<file path="src/rtl/la_trigger_matcher.sv">
`default_nettype none
// ============================================================================
// Module   : la_trigger_matcher
// Purpose  : Logic-analyzer trigger: masked value match, optional toggle
//            qualification and run-length count; emits a one-cycle trigger.
// Options  : LA_TRIGGER_EDGE_EN enables the per-bit toggle (edge) qualifier.
// Revision : 1.0  initial release
// ============================================================================
module la_trigger_matcher #(
   parameter int DATA_WIDTH = 32,
   parameter int COUNT_BITS = 16
) (
   input  logic                  clk,
   input  logic                  rst_n,
   input  logic                  arm,
   input  logic                  disarm,
   input  logic [DATA_WIDTH-1:0] cfg_mask,
   input  logic [DATA_WIDTH-1:0] cfg_value,
   input  logic [DATA_WIDTH-1:0] cfg_edge_mask,
   input  logic [COUNT_BITS-1:0] cfg_count,
   input  logic                  din_valid,
   input  logic [DATA_WIDTH-1:0] din,
   output logic                  trigger,
   output logic                  armed,
   output logic                  triggered,
   output logic [COUNT_BITS-1:0] run_len
);

   typedef enum logic [1:0] {
      S_IDLE     = 2'd0,
      S_ARMED    = 2'd1,
      S_COUNTING = 2'd2,
      S_FIRED    = 2'd3
   } state_t;

   localparam logic [COUNT_BITS-1:0] c_count_max = '1;
   localparam logic [COUNT_BITS-1:0] c_count_one = COUNT_BITS'(1);

   state_t                r_state;
   state_t                w_state_next;
   logic [DATA_WIDTH-1:0] r_mask_l;
   logic [DATA_WIDTH-1:0] r_value_l;
   logic [COUNT_BITS-1:0] r_count_l;
   logic [COUNT_BITS-1:0] r_run_len;
   logic [COUNT_BITS-1:0] w_run_len_next;
   logic                  r_trigger;
   logic                  w_trigger_next;
   logic                  r_triggered;
   logic                  w_triggered_next;

   logic                  w_active;
   logic                  w_match;
   logic                  w_edge;
   logic                  w_hit;
   logic                  w_fire;
   logic [COUNT_BITS:0]   w_run_inc;
   logic [COUNT_BITS-1:0] w_run_sat;
   logic [COUNT_BITS-1:0] w_target;

   assign w_active = (r_state == S_ARMED) || (r_state == S_COUNTING);

   // Configuration snapshot; disarm wins over a simultaneous arm.
   always_ff @(posedge clk or negedge rst_n) begin
      if (!rst_n) begin
         r_mask_l  <= '0;
         r_value_l <= '0;
         r_count_l <= '0;
      end else if (arm && !disarm) begin
         r_mask_l  <= cfg_mask;
         r_value_l <= cfg_value;
         r_count_l <= cfg_count;
      end
   end

`ifdef LA_TRIGGER_EDGE_EN
   logic [DATA_WIDTH-1:0] r_edge_l;
   logic [DATA_WIDTH-1:0] r_prev;
   logic                  r_prev_vld;

   // Without a previous word only an empty edge mask can qualify.
   assign w_edge = r_prev_vld ? (((din ^ r_prev) & r_edge_l) == r_edge_l)
                              : (r_edge_l == '0);

   always_ff @(posedge clk or negedge rst_n) begin
      if (!rst_n) begin
         r_edge_l   <= '0;
         r_prev     <= '0;
         r_prev_vld <= 1'b0;
      end else if (!disarm) begin
         if (arm) begin
            r_edge_l   <= cfg_edge_mask;
            r_prev_vld <= 1'b0;
         end else if (w_active && din_valid) begin
            r_prev     <= din;
            r_prev_vld <= 1'b1;
         end
      end
   end
`else
   logic w_unused_edge;
   assign w_unused_edge = ^cfg_edge_mask;
   assign w_edge        = 1'b1;
`endif

   assign w_match   = ((din ^ r_value_l) & r_mask_l) == '0;
   assign w_hit     = din_valid && w_match && w_edge;
   assign w_run_inc = {1'b0, r_run_len} + {{COUNT_BITS{1'b0}}, 1'b1};
   assign w_run_sat = w_run_inc[COUNT_BITS] ? c_count_max : w_run_inc[COUNT_BITS-1:0];
   assign w_target  = (r_count_l == '0) ? c_count_one : r_count_l;
   assign w_fire    = w_hit && (w_run_inc >= {1'b0, w_target});

   always_ff @(posedge clk or negedge rst_n) begin
      if (!rst_n) begin
         r_state     <= S_IDLE;
         r_run_len   <= '0;
         r_trigger   <= 1'b0;
         r_triggered <= 1'b0;
      end else begin
         r_state     <= w_state_next;
         r_run_len   <= w_run_len_next;
         r_trigger   <= w_trigger_next;
         r_triggered <= w_triggered_next;
      end
   end

   always_comb begin
      w_state_next     = r_state;
      w_run_len_next   = r_run_len;
      w_trigger_next   = 1'b0;
      w_triggered_next = r_triggered;
      if (disarm) begin
         w_state_next   = S_IDLE;
         w_run_len_next = '0;
      end else if (arm) begin
         w_state_next     = S_ARMED;
         w_run_len_next   = '0;
         w_triggered_next = 1'b0;
      end else begin
         case (r_state)
            S_ARMED, S_COUNTING: begin
               if (din_valid) begin
                  if (w_hit) begin
                     w_run_len_next = w_run_sat;
                     if (w_fire) begin
                        w_state_next     = S_FIRED;
                        w_trigger_next   = 1'b1;
                        w_triggered_next = 1'b1;
                     end else begin
                        w_state_next = S_COUNTING;
                     end
                  end else begin
                     w_run_len_next = '0;
                     w_state_next   = S_ARMED;
                  end
               end
            end
            default: begin
            end
         endcase
      end
   end

   assign trigger   = r_trigger;
   assign armed     = w_active;
   assign triggered = r_triggered;
   assign run_len   = r_run_len;

endmodule
`default_nettype wire

</file>
<file path="config.mk">
export PLATFORM = sky130hd
export DESIGN_NAME = la_trigger_matcher
export DESIGN_NICKNAME = d
export VERILOG_FILES = /design/src/rtl/la_trigger_matcher.sv
export SDC_FILE = /design/constraint.sdc
export NUM_CORES = 1
export LEC_CHECK = 0
export CAP_MARGIN = 20
export CORE_MARGIN = 2
export CORE_UTILIZATION = 50
export CTS_CLUSTER_SIZE = 28
export DETAILED_ROUTE_END_ITERATION = 10
export GPL_TIMING_DRIVEN = 0
export HOLD_SLACK_MARGIN = 0.1
export PLACE_DENSITY = 0.86
export SYNTH_ARGS = -nofsm -noshare
export SYNTH_HDL_FRONTEND = slang
export SYNTH_SLANG_ARGS = --single-unit
export TNS_END_PERCENT = 100
</file>
<file path="constraint.sdc">
create_clock -name clk -period 9.75 [get_ports clk]
set_input_delay 1.95 -clock clk [delete_from_list [all_inputs] [get_ports clk]]
set_output_delay 1.95 -clock clk [all_outputs]
set_load 0.05 [all_outputs]
</file>
==> results of run 1 <==
[cell usage in the layout, fill, tap and decap left out, types with 13 or more instances in the layout]
cell type | Yosys | final
mux2_2 | 65 | 65
xor2_1 | 37 | 37
a21oi_1 | 21 | 21
nand4_1 | 13 | 13
ha_1 | 17 | 17
inv_1 | 20 | 20
clkdlybuf4s50_1 | 0 | 134
o21ai_0 | 25 | 25
nand3_1 | 18 | 18
nand2_1 | 46 | 46
dfrtp_1 | 100 | 100
a22oi_1 | 25 | 25
[routing by layer]
layer,track usage,share of wire
met5,0,0
met4,0.112,0.029
met3,0.0625,0.072
met2,0.434,0.50
met1,0.309,0.40
[cell usage after synthesis, drive strengths merged, types with 2 or more instances]
cell / instances / area [µm²]
a21o: 3 / 22.5
a21oi: 23 / 123
a22oi: 25 / 188
a31o: 2 / 17.5
and3: 2 / 12.5
buf: 8 / 41.3
clkbuf: 9 / 33.8
dfrtp: 100 / 2500
ha: 17 / 213
inv: 20 / 75.1
mux2: 65 / 732
nand2: 46 / 173
nand3: 19 / 100
nand4: 14 / 93.8
nor2: 10 / 37.5
nor3: 5 / 36.3
nor4: 6 / 50.0
o21ai: 31 / 155
o22ai: 2 / 12.5
o32ai: 4 / 35.0
xnor2: 9 / 78.8
xor2: 38 / 340
[critical path, stage by stage, from the launching register on]
cell and delay (ns):
dfrtp_1 0.43, xor2_2 0.27, clkdlybuf4s50_1 0.86
[where the power goes]
part           internal [W]  switching, W
Combinational      0.000115     0.0000910
Clock              0.000114      0.000150
Sequential         0.000463     0.0000350
Total              0.000692      0.000276
[kinds of logic after synthesis]
kind of cell,count (synthesis),synth area share
AO/OA/AOI/OAI,96,0.120
XOR/XNOR,47,0.0807
adder cells (fa/ha/maj),17,0.0410
buffers and inverters,37,0.0289
flip-flops,100,0.482
multiplexers,65,0.141
AND/OR/NAND/NOR,109,0.106
[through the flow]
step / utilization / total power [W] / setup WS [ns]
global placement: 0.659 / 0.000698 / 3.06
global route: 0.680 / 0.00101 / 5.82
floorplan: - / 0.000612 / 6.25
detailed placement: 0.662 / 0.000709 / 5.71
CTS: 0.680 / 0.000970 / 5.86
finish: 0.680 / 0.000968 / 5.87
[worst max-delay path by stage]
stage                     from       endpoint  slack (ns)  cells after the start
floorplan           run_len[0]     r_state[0]        6.25                     12
global placement         rst_n  r_value_l[16]        3.06                      1
detailed placement     din[17]    run_len[15]        5.71                      7
CTS                 r_state[1]          armed        5.86                      2
global route        r_state[1]          armed        5.82                      2
finish              r_state[1]          armed        5.87                      2
[layout make-up]
type	instances	area share
timing repair buffer	136	0.199
clock buffer	13	0.0244
buffer	17	0.0108
clock inverter	3	0.00271
multi-input combinational	334	0.367
tap	136	0.0246
inverter	20	0.0108
sequential	100	0.361
[sequential cells by signal, summed over array words and instances, names as in the netlist]
signal	cells
r_value_l	32
triggered	1
r_state	2
trigger	1
r_count_l	16
r_mask_l	32
run_len	16
==> reports/qor.csv, run 1 <==
stage,metric,value,unit
status,status,completed,
clock_tree,Sink Count,100,
timing,min Tclk post-route,3.88,ns
placed_design,hpwl dp,10500,µm
floorplan,# rows,37,
min_path,hold endpoint,r_mask_l[25],
clock_tree,Post-CTS Setup Inserts,0,
timing,Final Hold Viols,0,
route,drt pass-1 iters,5,
timing,pins over their slew limit,0,
placed_design,placed cells,743,
placed_design,IO buf count,135,
timing,Slew @ Worst Pin,0.731,ns
min_path,hold wc startpoint,r_mask_l[25],
timing,setup_tns,0,ns
final_layout,Final #Nets,784,
route,number of remaining DRC errors,0,
floorplan,Die Ht,106,µm
timing,Final Setup Violations,0,
clock_tree,CTS Buf Count,9,
timing,fmax,257,MHz
global_routing,all-layer global routing usage,0.255,
final_layout,Seq. cell area,0.00250,mm²
route,initial drt markers,289,
clock_tree,clock slew at reported path FFs,0.09,ns
timing,RSZ-0062 raised after global routing,false,
setup_path,kind of critical path,reg -> out,
synthesis,Mapped Cells,471,
synthesis,Main synth FF type,dfrtp_1,
final_layout,share of cells above drive strength 1,0.154,
setup_path,crit path DAT,1.93,ns
pwr,leak pwr,2.91,nW
global_routing,grt ovf,0,
final_layout,multi-input logic area,0.00254,mm²
final_layout,"Design Area, Final",0.00693,mm²
global_routing,first-pass GRT wire length,22200,µm
clock_tree,H-tree level count,3,
placed_design,placed cell area,0.00674,mm²
clock_tree,Bufs on Longest Clock Path,2,
setup_path,Worst EP required,7.80,ns
timing,Clock Skews,0.00850,ns
route,vias,4221,
job,Max-Cap Viols,0,
timing,Final Cycle Share,0.398,
synthesis,Synth Area per Inst,11.0,µm²
floorplan,io pins,168,
final_layout,ant diodes,0,
pwr,VDD IR max,0.000103,V
synthesis,ys async rst share,1.00,
synthesis,#FFs+latches synth,100,
placed_design,Final GP Congestion,0.924,
floorplan,Initial Util,0.510,
floorplan,chip width,106,µm
synthesis,synthesized area,0.00519,mm²
setup_path,Reg-to-Reg End,r_state[0],
timing,final hold slack,0.521,ns
clock_tree,CTS root buf,clkbuf_8,
global_routing,vias in the first global route,4461,
clock_tree,CTS tree,done,
setup_path,flop2flop setup slack,6.11,ns
floorplan,core footprint,0.0102,mm²
final_layout,synthesis-to-layout area growth,33.4,%
setup_path,CP Max Fanout,4,
global_routing,initial antenna violation count,0,
min_path,Worst Hold Class,reg -> reg,
route,drt via density,5.56,
synthesis,Synthesis Warnings,0,
final_layout,post-route insts no fill,759,
pwr,Cell Pwr Density,140,mW/mm²
setup_path,CP Launch Type,flop,
floorplan,Die ar.,0.0112,mm²
clock_tree,Post-CTS Hold Fix Bufs,0,
route,Detail Route Antenna Nets,0,
clock_tree,CTS resizes,0,
synthesis,synth unique cells,45,
synthesis,"Seq/Total Area, Yosys",0.482,
setup_path,Worst Reg2Reg Path Length in Cells,12,
clock_tree,"Clk Latency, worst-skew pair",0.38,ns
setup_path,worst r2r src,run_len[0],
route,DR WL/cell,17.9,µm
global_routing,largest net degree at the start of global routing,54,
setup_path,CP endpoint kind,output port,
synthesis,Mapped Nets,637,
synthesis,number of synthesized flops with an enable pin,0,
timing,Slew HR,0.513,
min_path,Hold Path Depth,1,
final_layout,fill count,773,
route,Routed WL,13600,µm
(Power assumes the default switching activity.)
==> run 2, diff against run 1 <==
- CORE_UTILIZATION: 50 -> 42
- PLACE_DENSITY: 0.86 -> 0.77
- clock period: 9.75 -> 3.1 ns (I/O delays scaled with it)
==> run 2 against run 1 <==
  * Clock power rose to 4.5 times the previous value
  * Power grew to 3.5 times the previous value
  * Critical path depth rose by 9
  * Via count grew 0.62%
  * Die area is 18% higher
  * Combinational power grew to 3.1 times the previous value
  * First-iteration DRC count shrank 12%
  * Clock skew shrank 0.0029 ns
  * Register-to-register slack lost 6.1 ns
  * Critical path type is now reg -> reg
  * Largest power group unchanged
==> reports/qor.csv, run 2 (synthesis gave the netlist of run 1 again) <==
stage,metric,value,unit
status,status,completed,
setup_path,CP max stage delay,0.48,ns
floorplan,Die ar.,0.0133,mm²
timing,Final Hold Viols,0,
placed_design,IO buf count,135,
final_layout,top flop regs,"r_mask_l (32), r_value_l (32)",
clock_tree,"Clk Latency, worst-skew pair",0.35,ns
clock_tree,CTS Buf Count,9,
final_layout,Seq. cell area,0.00252,mm²
clock_tree,Sink Count,100,
floorplan,chip width,115,µm
setup_path,Worst EP required,3.34,ns
timing,setup_tns,0,ns
placed_design,Final GP Congestion,0.892,
timing,Final Setup Violations,0,
placed_design,hpwl dp,10800,µm
global_routing,routing usage on met3,0.0675,
timing,Slew @ Worst Pin,0.733,ns
setup_path,worst r2r src,run_len[9],
placed_design,pre-CTS WS,-0.196,ns
floorplan,Initial Util,0.430,
final_layout,multi-input logic area,0.00261,mm²
timing,pins over their slew limit,0,
global_routing,first-pass GRT wire length,22200,µm
global_routing,GR peak layer,met2,
setup_path,CP startpoint,run_len[9],
global_routing,initial antenna violation count,0,
route,drt via density,5.28,
timing,Clock Skews,0.00561,ns
pwr,leak pwr,3.03,nW
setup_path,CP Max Fanout,6,
route,DR WL/cell,17.4,µm
pwr,Cell Pwr Density,468,mW/mm²
route,number of remaining DRC errors,0,
clock_tree,Bufs on Longest Clock Path,2,
final_layout,"most common cell after layout, fill and taps aside",clkdlybuf4s50_1,
clock_tree,H-tree level count,3,
timing,Final Cycle Share,0.999,
route,vias,4247,
setup_path,Crit-path slowest cell,or4_4,
final_layout,"leading cell types in the layout, fill and taps excluded","clkdlybuf4s50_1, dfrtp_1, mux2_2",
final_layout,ant diodes,0,
clock_tree,CTS root buf,clkbuf_16,
setup_path,crit-path cells,nand4_1 -> nor3_4 -> and3_4 -> xor2_2 -> ha_1 -> a21o_1 -> a21oi_2 -> o41ai_2 -> a221o_1 -> or4_4 -> o21a_1,
final_layout,Final #Nets,799,
setup_path,kind of critical path,reg -> reg,
pwr,VDD IR max,0.000397,V
timing,fmax,323,MHz
global_routing,grt ovf,0,
timing,Slew HR,0.511,
timing,worst setup margin,0.00247,ns
final_layout,synthesis-to-layout area growth,40.4,%
clock_tree,CTS tree,done,
clock_tree,clock slew at reported path FFs,0.07,ns
global_routing,vias in the first global route,4458,
route,Routed WL,14000,µm
placed_design,placed cell area,0.00683,mm²
global_routing,all-layer global routing usage,0.220,
floorplan,core footprint,0.0121,mm²
floorplan,io pins,168,
setup_path,crit path DAT,3.34,ns
floorplan,# rows,40,
floorplan,Die Ht,115,µm
timing,RSZ-0062 raised after global routing,true,
route,Detail Route Antenna Nets,0,
global_routing,GR Layer Usage met1,0.252,
final_layout,share of cells above drive strength 1,0.207,
final_layout,"Design Area, Final",0.00729,mm²
timing,min Tclk post-route,3.10,ns
route,drt pass-1 iters,5,
setup_path,CP Launch Type,flop,
global_routing,largest net degree at the start of global routing,55,
min_path,Worst Hold Class,in -> async,
job,Max-Cap Viols,0,
global_routing,met2 Use GR,0.392,
timing,final hold slack,0.288,ns
route,initial drt markers,255,
final_layout,fill count,991,
setup_path,CP endpoint kind,flop,
[run 2: layout make-up]
class	count	share of cell area
Clock buffer	10	0.0314
Tap cell	168	0.0288
Timing Repair Buffer	151	0.204
Buffer	17	0.0103
Clock inverter	5	0.0117
Multi-Input combinational cell	334	0.358
Inverter	20	0.0103
Sequential cell	100	0.345
[run 2: metal layers]
metal  routed length (µm)  part of all wire  vias up
li1                     -                 -     2014
met1                 5520              0.39     2068
met2                 7190              0.51      146
met3                 1020             0.073       19
met4                  256             0.018        0
met5                    0                 0        -
[run 2: path summary, 6_finish.rpt]
kind / slack, ns / end / cells after the start
worst max-delay path: 0.002 / r_state[0] / 11
worst min-delay path: 0.29 / run_len[5] / 1
worst max register to register: 0.002 / r_state[0] / 11
worst min register to register: 0.50 / r_mask_l[10] / 1
max in group asynchronous: 2.13 / run_len[3] / 2
min in group clk: 0.50 / r_mask_l[10] / 1
[run 2: what timing repair did]
action / 4_1_cts / 5_1_grt
hold buffers: 0 / 0
endpoints found under the setup margin: 1 / 1
resized for setup: 2 / 6
pin swaps: 2 / 13
setup buffers: 5 / 10
[run 2: where the power goes]
part,switching [W],internal [W]
Clock,0.000492,0.000710
Sequential,0.000109,0.00146
Combinational,0.000283,0.000362
[run 2: critical path, delay by kind of cell, from the launching register on]
kind	cells	cell delay, ns
AND/OR/NAND/NOR	4	1.18
AO/OA/AOI/OAI	5	0.90
flip-flops	1	0.42
adder cells (fa/ha/maj)	1	0.29
XOR/XNOR	1	0.20
[run 2: per-stage QoR]
| stage | utilization | total power (W) | instances |
|---|---|---|---|
| floorplan | - | 0.00193 | 471 |
| CTS | 0.596 | 0.00343 | 795 |
| finish | 0.605 | 0.00341 | 805 |
| global placement | 0.564 | 0.00221 | 774 |
| global route | 0.605 | 0.00358 | 805 |
| detailed placement | 0.566 | 0.00223 | 775 |
==> run 3, diff against run 2 <==
- CORE_UTILIZATION: 42 -> 50
- PLACE_DENSITY: 0.77 -> 0.86
- SKIP_LAST_GASP: not set -> 1
- clock period: 3.1 -> 3.9 ns (I/O delays scaled with it)
==> results of run 3 <==
Same layout as run 1 (identical final DEF). Status: completed.
Among the figures that moved: setup slack after placement 5.71 ns -> 0.369 ns; clock-pin slew on the worst setup and hold paths 0.09 ns -> 0.10 ns; setup slack after layout 5.87 ns -> 0.261 ns; hold slack 0.521 ns -> 0.405 ns; start point of the critical path r_state[1] -> run_len[0]; end point of the critical path armed -> r_state[0]; register-to-register setup slack 6.11 ns -> 0.26 ns; total power 0.000968 W -> 0.00242 W; worst IR drop on VDD 0.000103 V -> 0.000259 V
